**src/rtl/fp_conv_pkg.sv**
```systemverilog
// Shared constants and enums for the half-to-single float converter.
package fp_conv_pkg;

  localparam int F16_EXP_W = 5;
  localparam int F16_MAN_W = 10;
  localparam int F32_EXP_W = 8;
  localparam int F32_MAN_W = 23;

  localparam int F16_BIAS = 15;
  localparam int F32_BIAS = 127;

  // Half exponent plus this gives the single exponent for normal operands.
  localparam logic [F32_EXP_W-1:0] REBIAS = F32_EXP_W'(F32_BIAS - F16_BIAS);
  // A half subnormal has effective exponent 1; normalization walks down from here.
  localparam logic [F32_EXP_W-1:0] SUBN_EXP_INIT = F32_EXP_W'(F32_BIAS - F16_BIAS + 1);

  typedef enum logic [1:0] {
    ST_IDLE,
    ST_NORM,
    ST_DONE
  } conv_state_t;

  typedef enum logic [2:0] {
    CLS_ZERO,
    CLS_SUBN,
    CLS_NORM,
    CLS_INF,
    CLS_NAN
  } f16_class_t;

endpackage

```
**src/rtl/f16_classify.sv**
```systemverilog
// Splits a half-precision operand into its fields and its IEEE class.
module f16_classify
  import fp_conv_pkg::*;
(
  input  logic [15:0]          f16,
  output logic [2:0]           cls,
  output logic                 sign,
  output logic [F16_EXP_W-1:0] exp_f,
  output logic [F16_MAN_W-1:0] man_f
);

  assign sign  = f16[15];
  assign exp_f = f16[14:10];
  assign man_f = f16[9:0];

  always_comb begin
    cls = CLS_NORM;
    if (exp_f == '0) begin
      cls = (man_f == '0) ? CLS_ZERO : CLS_SUBN;
    end else if (exp_f == '1) begin
      cls = (man_f == '0) ? CLS_INF : CLS_NAN;
    end
  end

endmodule

```
**src/rtl/conv_f16_f32_seq.sv**
```systemverilog
// Sequential half-to-single converter; subnormals normalize one bit per cycle.
module conv_f16_f32_seq
  import fp_conv_pkg::*;
#(
  parameter bit NAN_QUIET = 1'b1
) (
  input  logic        clk,
  input  logic        rst_n,
  input  logic        in_valid,
  output logic        in_ready,
  input  logic [15:0] Fin,
  output logic        out_valid,
  input  logic        out_ready,
  output logic [31:0] Fout,
  output logic        busy
);

  localparam int PAD_W = F32_MAN_W - F16_MAN_W;

  logic [2:0]           cls;
  logic                 in_sign;
  logic [F16_EXP_W-1:0] in_exp;
  logic [F16_MAN_W-1:0] in_man;

  f16_classify u_classify (
    .f16   (Fin),
    .cls   (cls),
    .sign  (in_sign),
    .exp_f (in_exp),
    .man_f (in_man)
  );

  conv_state_t          state_reg;
  logic [F16_MAN_W:0]   mant_reg;
  logic [F32_EXP_W-1:0] exp_reg;
  logic                 sign_reg;
  logic [31:0]          fout_reg;

  logic                 accept;
  logic [F16_MAN_W:0]   mant_shift;
  logic [F32_EXP_W-1:0] exp_dec;
  logic [F16_MAN_W-1:0] nan_mask;
  logic [31:0]          direct_result;

  assign in_ready   = (state_reg == ST_IDLE) || ((state_reg == ST_DONE) && out_ready);
  assign accept     = in_valid && in_ready;
  assign mant_shift = {mant_reg[F16_MAN_W-1:0], 1'b0};
  assign exp_dec    = exp_reg - 1'b1;
  assign nan_mask   = {NAN_QUIET, {(F16_MAN_W-1){1'b0}}};

  // Every class except subnormal converts in a single step.
  always_comb begin
    direct_result = '0;
    case (cls)
      CLS_ZERO: direct_result = {in_sign, 31'd0};
      CLS_NORM: direct_result = {in_sign,
                                 {{(F32_EXP_W-F16_EXP_W){1'b0}}, in_exp} + REBIAS,
                                 in_man, {PAD_W{1'b0}}};
      CLS_INF:  direct_result = {in_sign, {F32_EXP_W{1'b1}}, {F32_MAN_W{1'b0}}};
      CLS_NAN:  direct_result = {in_sign, {F32_EXP_W{1'b1}}, in_man | nan_mask, {PAD_W{1'b0}}};
      default:  direct_result = '0;
    endcase
  end

  always_ff @(posedge clk or negedge rst_n) begin
    if (!rst_n) begin
      state_reg <= ST_IDLE;
      mant_reg  <= '0;
      exp_reg   <= '0;
      sign_reg  <= 1'b0;
      fout_reg  <= '0;
    end else begin
      case (state_reg)
        ST_IDLE, ST_DONE: begin
          if (accept) begin
            sign_reg <= in_sign;
            if (cls == CLS_SUBN) begin
              state_reg <= ST_NORM;
              mant_reg  <= {1'b0, in_man};
              exp_reg   <= SUBN_EXP_INIT;
            end else begin
              state_reg <= ST_DONE;
              fout_reg  <= direct_result;
            end
          end else if ((state_reg == ST_DONE) && out_ready) begin
            state_reg <= ST_IDLE;
          end
        end
        ST_NORM: begin
          mant_reg <= mant_shift;
          exp_reg  <= exp_dec;
          // Hidden bit reached: drop it and publish the normalized value.
          if (mant_shift[F16_MAN_W]) begin
            state_reg <= ST_DONE;
            fout_reg  <= {sign_reg, exp_dec, mant_shift[F16_MAN_W-1:0], {PAD_W{1'b0}}};
          end
        end
        default: state_reg <= ST_IDLE;
      endcase
    end
  end

  assign out_valid = (state_reg == ST_DONE);
  assign busy      = (state_reg != ST_IDLE);
  assign Fout      = fout_reg;

endmodule

```
**config.mk**
```make
export PLATFORM = sky130hd
export DESIGN_NAME = conv_f16_f32_seq
export DESIGN_NICKNAME = d
export VERILOG_FILES = /design/src/rtl/fp_conv_pkg.sv /design/src/rtl/f16_classify.sv /design/src/rtl/conv_f16_f32_seq.sv
export SDC_FILE = /design/constraint.sdc
export NUM_CORES = 1
export LEC_CHECK = 0
export CAP_MARGIN = 20
export CORE_MARGIN = 10
export CORE_UTILIZATION = 30
export CTS_CLUSTER_DIAMETER = 120
export DETAILED_ROUTE_END_ITERATION = 8
export SYNTH_ARGS = -nofsm -noshare
export SYNTH_HDL_FRONTEND = slang
export SYNTH_HIERARCHICAL = 1
export SYNTH_SLANG_ARGS = --single-unit
```
**constraint.sdc**
```tcl
create_clock -name clk -period 2.1 [get_ports clk]
set_input_delay 0.42 -clock clk [delete_from_list [all_inputs] [get_ports clk]]
set_output_delay 0.42 -clock clk [all_outputs]
set_load 0.01 [all_outputs]
```
==> flow_metrics.env, run 1 <==
export IMPL_outcome="finished clean"
export IMPL_utilization=0.418
export IMPL_areaGrowthSynthToFinish_pct=35.6
export IMPL_cts_root_buf="clkbuf_8"
export IMPL_dp_slack_ns=-0.811
export IMPL_syn_area_mm2=0.00237
export IMPL_hold_class="in -> async"
export IMPL_ys_seq_area_frac=0.423
export IMPL_vias_per_cell=4.67
export IMPL_cp_data_required_time_ns=2.28
export IMPL_drt_iter0_drc=103
export IMPL_maxSlewViolCount=0
export IMPL_cts_sinks=40
export IMPL_async_flop_share=1.00
export IMPL_peakVddDrop_mv=0.330
export IMPL_wl_um=6070
export IMPL_synth_cells=259
export IMPL_clock_skew_ns=0.00313
export IMPL_fin_nets=335
export IMPL_gp_congestion=0.834
export IMPL_cts_buffer_depth=2
export IMPL_synth_edff_count=0
export IMPL_drt_pass1_iterations=4
export IMPL_antenna_found_initial=1
export IMPL_critPathKind="in -> reg"
export IMPL_final_hold_violation_count=0
export IMPL_clk_pin_slew_ns=0.08
export IMPL_cts_hold_fix_buffers=0
export IMPL_fmax_ghz=0.477
export IMPL_ant_nets=0
export IMPL_max_stage_delay_ns=0.43
export IMPL_crit_slowest_cell="or3b_4"
export IMPL_worstPathArrival_ns=2.27
export IMPL_grt_pass1_wl_um=9760
export IMPL_grt_max_degree=26
export IMPL_synthDistinctLibCells=46
export IMPL_path_max_fanout=3
export IMPL_start_util=0.308
export IMPL_pin_count=55
export IMPL_grt_usage=0.103
export IMPL_yosysWarnings=6
export IMPL_portBuffers=41
export IMPL_powerDensity_mw_per_mm2=643
export IMPL_crit_path_end_kind="register"
export IMPL_die_height_um=109
export IMPL_worst_slew_pin_slew_ns=0.632
export IMPL_core_area_mm2=0.00769
export IMPL_drv_cap=0
export IMPL_std_cell_rows=32
export IMPL_ys_ff_latch=40
export IMPL_htree_levels=2
export IMPL_route_vias_total=1953
export IMPL_clock_latency_ns=0.29
export IMPL_crit_path_start_kind="input port"
export IMPL_drc=0
export IMPL_die_area_mm2=0.0118
export IMPL_layout_setup_ws_ns=0.00423
export IMPL_min_period_ns=2.10
export IMPL_grt_overflow=0
export IMPL_total_leakage_power_nw=1.35
export IMPL_post_drt_wl_per_cell_um=14.5
export IMPL_setup_viol=0
export IMPL_largest_reg_flops=19
export IMPL_cts_buffers=5
export IMPL_slew_headroom=0.576
export IMPL_avgSynthCellArea_um2=9.14
export IMPL_grt_pass1_vias=1993
export IMPL_finalCritPeriodShare=0.998
export IMPL_cts_tree="done"
export IMPL_crit_chain="buf_8 > nor4_4 > nand3_2 > mux2i_2 > or3b_4 > a32oi_4 > buf_6 > a31oi_4 > a22o_1"
export IMPL_ys_flop_type="dfrtp_1"
export IMPL_finalSetupTns_ns=0
export IMPL_place_hpwl_um=4730
export IMPL_die_width_um=109
export IMPL_rsz0062_at_grt="yes"
export IMPL_layout_drive_gt1_share=0.263
==> routing by layer <==
| metal | share of wire | GRT usage | vias to the layer above |
|---|---|---|---|
| met1 | 0.44 | 0.123 | 929 |
| met4 | 0.018 | 0.0443 | 0 |
| li1 | - | - | 975 |
| met5 | 0 | 0 | - |
| met3 | 0.069 | 0.0324 | 7 |
| met2 | 0.47 | 0.166 | 42 |
==> cell usage in the layout (no fill, tap or decap), types with 6 or more instances in the layout <==
cell	Yosys	layout
mux2i_1	12	11
a21oi_1	6	6
buf_4	29	33
clkdlybuf4s50_1	0	24
o21ai_0	25	24
conb_1	1	13
nand2_1	27	27
nand3_1	7	6
a221oi_1	8	7
dfrtp_1	40	40
clkbuf_8	0	7
nor2_1	30	29
==> path summary, 6_finish.rpt <==
kind,from,endpoint,slack (ns),cells after the start
max,Fin[6],Fout[26]$_DFFE_PN0P_,0.004,9
min,rst_n,exp_reg[7]$_DFFE_PN0P_,0.08,1
max reg2reg,state_reg[0]$_DFFE_PN0P_,exp_reg[3]$_DFFE_PN0P_,0.28,6
min reg2reg,Fout[13]$_DFFE_PN0P_,Fout[13]$_DFFE_PN0P_,0.48,2
max in group asynchronous,rst_n,Fout[31]$_DFFE_PN0P_,1.55,2
min in group clk,Fin[0],Fout[13]$_DFFE_PN0P_,0.46,4
==> synthesized netlist by cell type, types with 5 or more instances <==
master / number / share of area
nand3_1: 7 / 0.015
buf_2: 6 / 0.013
dfrtp_1: 40 / 0.42
nor2_1: 30 / 0.048
a31oi_1: 5 / 0.013
a221oi_1: 8 / 0.030
mux2i_1: 12 / 0.051
buf_4: 29 / 0.092
inv_1: 5 / 0.0079
o21ai_0: 25 / 0.053
nand2_1: 27 / 0.043
a21oi_1: 6 / 0.013
==> logic make-up after synthesis <==
family | Yosys count | share of synthesized area
muxes | 13 | 0.0555
adders and majority gates | 1 | 0.00528
xor gates and xnor gates | 6 | 0.0222
DFF | 40 | 0.423
buffers and inverters | 48 | 0.142
AOI/OAI and AO/OA | 60 | 0.169
other | 1 | 0.00158
and+or+nand+nor | 90 | 0.182
==> power by group <==
group	switching, mW	leakage (nW)	total [mW]	internal [mW]
clock network	0.264	0.0645	0.683	0.419
logic	0.209	0.813	0.471	0.262
registers	0.0599	0.476	0.912	0.852
total	0.533	1.35	2.07	1.53
==> through the flow <==
step / power (mW) / hold slack (ns) / instance area [um^2] / std cells
finish: 2.07 / 0.0769 / 3210 / 418
global route: 2.18 / 0.0923 / 3210 / 418
CTS: 2.08 / 0.0833 / 3140 / 414
detailed placement: 1.38 / 0.407 / 2930 / 404
global placement: 1.37 / 0.400 / 2930 / 404
floorplan: 1.15 / 0.124 / 2440 / 271
==> layout make-up <==
class	count	area, um^2
multi-input combinational	183	1210
inverter	5	18.8
tap	102	128
sequential	40	1000
timing repair buffer	79	728
clock buffer	7	96.3
fill	759	4480
antenna	1	2.50
clock inverter	1	30.0
==> worst max-delay path, delay by kind of cell <==
kind                   cells  cell delay (ns)
and+or+nand+nor            3             0.89
AOI/OAI and AO/OA          3             0.46
buffers and inverters      2             0.27
muxes                      1             0.23
==> timing repair <==
item	in CTS	in global routing
resized for setup	62	17
gates cloned	0	1
pin swaps	9	7
endpoints found under the hold margin	0	0
buffers inserted	2	2
setup endpoints to repair	40	29
(Power assumes the default switching activity.)
==> run 2, diff against run 1 <==
--- a/config.mk
+++ b/config.mk
@@ -14,3 +14,4 @@
 export SYNTH_HDL_FRONTEND = slang
 export SYNTH_HIERARCHICAL = 1
 export SYNTH_SLANG_ARGS = --single-unit
+export TNS_END_PERCENT = 10
==> constraint.sdc (replaced) <==
create_clock -name clk -period 2.1 [get_ports clk]
set_input_delay 0.21 -clock clk [delete_from_list [all_inputs] [get_ports clk]]
set_output_delay 0.21 -clock clk [all_outputs]
set_load 0.01 [all_outputs]
==> flow_metrics.env, run 2 (same netlist as run 1, synthesis figures left out) <==
export IMPL_placed_area_mm2=0.00289
export IMPL_pin_count=55
export IMPL_htree_levels=2
export IMPL_cp_data_required_time_ns=2.29
export IMPL_peakVddDrop_mv=0.247
export IMPL_place_hpwl_um=4660
export IMPL_grt_pass1_vias=1907
export IMPL_fin_nets=333
export IMPL_layout_drive_gt1_share=0.208
export IMPL_final_cells=414
export IMPL_path_max_fanout=3
export IMPL_drt_iter0_drc=88
export IMPL_die_width_um=109
export IMPL_pwr_share_seq=0.489
export IMPL_post_drt_wl_per_cell_um=14.7
export IMPL_drt_pass1_iterations=4
export IMPL_antenna_found_initial=0
export IMPL_std_cell_rows=32
export IMPL_finalCritPeriodShare=0.972
export IMPL_crit_path_start_kind="input port"
export IMPL_n_antenna_cell=0
export IMPL_vias_per_cell=4.76
export IMPL_maxSlewViolCount=0
export IMPL_cts_buffer_depth=2
export IMPL_worst_slew_pin_slew_ns=0.516
export IMPL_ant_nets=0
export IMPL_min_period_ns=2.04
export IMPL_switching_share=0.285
export IMPL_largest_reg_flops=19
export IMPL_final_hold_violation_count=0
export IMPL_areaGrowthSynthToFinish_pct=30.9
export IMPL_internal_power_mw=1.33
export IMPL_grt_overflow=0
export IMPL_critPathKind="in -> reg"
export IMPL_core_area_mm2=0.00769
export IMPL_die_area_mm2=0.0118
export IMPL_start_util=0.308
export IMPL_p_switching_mw=0.531
export IMPL_cts_root_buf="clkbuf_8"
export IMPL_holdWs_ns=0.309
export IMPL_cts_buffers=5
export IMPL_fin_area_mm2=0.00310
export IMPL_cts_sinks=40
export IMPL_portBuffers=41
export IMPL_finalPower_mw=1.86
export IMPL_fmax_ghz=0.490
export IMPL_utilization=0.403
export IMPL_hold_class="in -> async"
export IMPL_worstPathArrival_ns=2.23
export IMPL_dp_slack_ns=-0.538
export IMPL_clk_pin_slew_ns=0.08
export IMPL_clock_latency_ns=0.29
export IMPL_powerDensity_mw_per_mm2=601
export IMPL_grt_pass1_wl_um=9670
export IMPL_finalSetupTns_ns=0
export IMPL_route_vias_total=1969
export IMPL_wl_um=6080
export IMPL_total_leakage_power_nw=1.34
export IMPL_layout_setup_ws_ns=0.0587
export IMPL_cts_tree="done"
export IMPL_grt_max_degree=26
export IMPL_pwr_share_comb=0.245
export IMPL_final_cell_mix="40 x dfrtp_1, 29 x buf_4, 28 x clkdlybuf4s50_1"
export IMPL_drc=0
export IMPL_clock_skew_ns=0.00243
export IMPL_dp_cells=405
export IMPL_final_common_cell="dfrtp_1"
export IMPL_drv_cap=0
export IMPL_setup_viol=0
export IMPL_slew_headroom=0.654
export IMPL_outcome="finished clean"
export IMPL_crit_path_end_kind="register"
export IMPL_die_height_um=109
export IMPL_grt_usage=0.101
export IMPL_pwr_share_clk=0.266
export IMPL_gp_congestion=0.877
-- run 2: path summary, 6_finish.rpt --
check | startpoint | endpoint | slack (ns) | cells past startpoint
worst max register to register | state_reg[0]$_DFFE_PN0P_ | Fout[15]$_DFFE_PN0P_ | 0.41 | 6
min in group clk | Fin[2] | Fout[15]$_DFFE_PN0P_ | 0.33 | 4
worst max-delay path | Fin[9] | Fout[29]$_DFFE_PN0P_ | 0.06 | 9
worst min-delay path | rst_n | exp_reg[7]$_DFFE_PN0P_ | 0.31 | 2
worst min register to register | Fout[23]$_DFFE_PN0P_ | Fout[23]$_DFFE_PN0P_ | 0.48 | 2
max in group asynchronous | rst_n | mant_reg[3]$_DFFE_PN0P_ | 1.23 | 3
-- run 2: layout make-up --
| class | count | area (um^2) |
|---|---|---|
| Multi-Input combinational cell | 183 | 1160 |
| Sequential cell | 40 | 1000 |
| Inverter | 5 | 18.8 |
| Fill cell | 766 | 4590 |
| Tap cell | 102 | 128 |
| Timing Repair Buffer | 77 | 717 |
| Clock buffer | 6 | 72.6 |
| Clock inverter | 1 | 5.00 |
-- run 2: what timing repair did --
| action | CTS | global route |
|---|---|---|
| hold buffers | 1 | 0 |
| endpoints found under the hold margin | 9 | 0 |
| buffers inserted | 1 | 2 |
| gates resized for setup | 15 | 24 |
| setup endpoints to repair | 35 | 34 |
| pin swaps | 6 | 8 |
-- run 2: power by group through the flow --
stage               logic, mW  registers [mW]  clock network [mW]
floorplan               0.204           0.942                   0
global placement        0.436           0.924                   0
detailed placement      0.441           0.926                   0
CTS                     0.453           0.911               0.509
global route            0.501           0.922               0.542
finish                  0.457           0.911               0.495
-- run 2: per-layer routing --
metal | share of wire | GRT usage | wire, um
met1 | 0.45 | 0.122 | 2710
met3 | 0.056 | 0.0260 | 339
met5 | 0 | 0 | 0
met2 | 0.48 | 0.169 | 2940
met4 | 0.014 | 0.0348 | 85
-- run 2: critical path: stages --
cell	delay (ns)
clkdlybuf4s50_1	0.44
nor2_2	0.14
nand3_2	0.11
mux2i_1	0.20
or3b_4	0.42
a32oi_4	0.26
buf_6	0.13
a31oi_4	0.04
a32o_1	0.28
==> run 3, diff against run 2 <==
--- a/config.mk
+++ b/config.mk
@@ -10,6 +10,8 @@
 export CORE_UTILIZATION = 30
 export CTS_CLUSTER_DIAMETER = 120
 export DETAILED_ROUTE_END_ITERATION = 8
+export PLACE_DENSITY = 0.65
+export SLEW_MARGIN = 40
 export SYNTH_ARGS = -nofsm -noshare
 export SYNTH_HDL_FRONTEND = slang
 export SYNTH_HIERARCHICAL = 1
==> flow_metrics.env, run 3 (same netlist as run 1, synthesis figures left out) <==
export IMPL_utilization=0.401
export IMPL_final_common_cell="dfrtp_1"
export IMPL_layout_setup_ws_ns=0.135
export IMPL_setup_viol=0
export IMPL_worstPathArrival_ns=2.15
export IMPL_drt_pass1_iterations=4
export IMPL_clock_skew_ns=0.00488
export IMPL_hold_class="in -> reg"
export IMPL_startpoint="Fin[3]"
export IMPL_max_stage_delay_ns=0.44
export IMPL_rsz0062_at_grt="no"
export IMPL_clk_pin_slew_ns=0.08
export IMPL_min_from="Fin[0]"
export IMPL_drt_iter0_drc=143
export IMPL_critPathKind="in -> reg"
export IMPL_vias_per_cell=4.79
export IMPL_antenna_found_initial=0
export IMPL_wl_um=6040
export IMPL_htree_levels=2
export IMPL_min_period_ns=1.96
export IMPL_cts_buffer_depth=2
export IMPL_crit_chain="clkdlybuf4s15_1 > nor4_2 > nand3_2 > mux2i_1 > or3b_4 > a32oi_4 > buf_6 > a31oi_1 > a22o_1"
export IMPL_gp_congestion=0.818
export IMPL_path_max_fanout=4
export IMPL_cp_num_buf_inv=2
export IMPL_multi_input_area_mm2=0.00115
export IMPL_core_area_mm2=0.00769
export IMPL_grt_max_degree=24
export IMPL_powerDensity_mw_per_mm2=620
export IMPL_largest_reg_flops=19
export IMPL_final_cell_mix="40 x dfrtp_1, 31 x buf_4, 29 x nor2_1"
export IMPL_cp_data_required_time_ns=2.28
export IMPL_outcome="finished clean"
export IMPL_grt_pass1_wl_um=10300
export IMPL_crit_family="simple AND/OR/NAND/NOR gates"
export IMPL_ant_nets=0
export IMPL_start_util=0.308
export IMPL_place_hpwl_um=4590
export IMPL_layout_drive_gt1_share=0.212
export IMPL_crit_path_end_kind="register"
export IMPL_drv_cap=0
export IMPL_total_leakage_power_nw=1.35
export IMPL_peakVddDrop_mv=0.252
export IMPL_die_width_um=109
export IMPL_crit_path_start_kind="input port"
export IMPL_fmax_ghz=0.509
export IMPL_dp_slack_ns=-0.520
export IMPL_slew_headroom=0.532
export IMPL_pin_count=55
export IMPL_final_hold_violation_count=0
export IMPL_holdWs_ns=0.289
export IMPL_rrSetupSlack_ns=0.44
export IMPL_n_antenna_cell=0
export IMPL_grt_overflow=0
export IMPL_post_drt_wl_per_cell_um=14.6
export IMPL_die_area_mm2=0.0118
export IMPL_r2r_start="state_reg[1]$_DFFE_PN0P_"
export IMPL_fin_nets=332
export IMPL_portBuffers=41
export IMPL_drc=0
export IMPL_areaGrowthSynthToFinish_pct=30.1
export IMPL_maxSlewViolCount=0
export IMPL_route_vias_total=1982
export IMPL_finalSetupTns_ns=0
export IMPL_nFillCells=766
export IMPL_regArea_mm2=0.00100
export IMPL_cts_sinks=40
export IMPL_cts_buffers=5
export IMPL_finalCritPeriodShare=0.936
export IMPL_grt_usage=0.106
export IMPL_die_height_um=109
export IMPL_cts_root_buf="clkbuf_8"
export IMPL_crit_slowest_cell="or3b_4"
export IMPL_clock_latency_ns=0.30
export IMPL_std_cell_rows=32
export IMPL_grt_pass1_vias=2086
export IMPL_worst_slew_pin_slew_ns=0.702
export IMPL_cts_tree="done"
[run 3: changes by cell type in the layout (fill, tap and decap cells not counted), sizes merged]
cell	before	now
clkbuf	7	11
dlymetal6s2s	6	7
clkinv	1	0
clkdlybuf4s50	28	25
clkdlybuf4s15	3	1
clkinvlp	0	2
buf	36	35
[run 3: cell type report]
type                            instances  share of cell area
Clock buffer                            6              0.0268
Clock inverter                          2             0.00487
Inverter                                5             0.00609
Multi-Input combinational cell        183               0.372
Sequential cell                        40               0.325
Tap cell                              102              0.0414
Timing Repair Buffer                   76               0.224
[run 3: worst register-to-register path: stages (launching register included)]
cell      delay (ns)
dfrtp_1         0.43
nand2b_1        0.48
a211o_1         0.38
a32o_1          0.26
[run 3: repair_timing]
item,in CTS,in global routing
buffers inserted,4,0
hold buffers,1,0
pin swaps,7,7
setup endpoints to repair,35,24
endpoints found under the hold margin,19,0
resized for setup,15,24
[run 3: final timing paths]
kind                                           end  cells after the start
max                           Fout[26]$_DFFE_PN0P_                      9
max reg2reg                   Fout[28]$_DFFE_PN0P_                      3
min                           Fout[13]$_DFFE_PN0P_                      4
max in group asynchronous   exp_reg[3]$_DFFE_PN0P_                      3
min reg2reg                   Fout[13]$_DFFE_PN0P_                      2
min in group asynchronous  mant_reg[3]$_DFFE_PN0P_                      2
[run 3: metal layers]
| layer | vias up | share of wire | track usage |
|---|---|---|---|
| met3 | 5 | 0.079 | 0.0271 |
| met2 | 63 | 0.49 | 0.172 |
| met5 | - | 0 | 0 |
| met1 | 945 | 0.42 | 0.131 |
| met4 | 0 | 0.011 | 0.0443 |
| li1 | 969 | - | - |
[run 3: report_power, final]
part           total, mW  internal, mW  switching (mW)
logic              0.454         0.250           0.203
clock network      0.543         0.266           0.277
registers          0.913         0.852          0.0605
[run 3: per-stage QoR]
stage,total power [mW],instances,cell area (um^2)
after floorplan,1.15,271,2410
after global placement,1.35,401,2860
after detailed placement,1.37,401,2860
after CTS,1.93,414,3050
after global routing,2.02,414,3080
final,1.91,414,3080
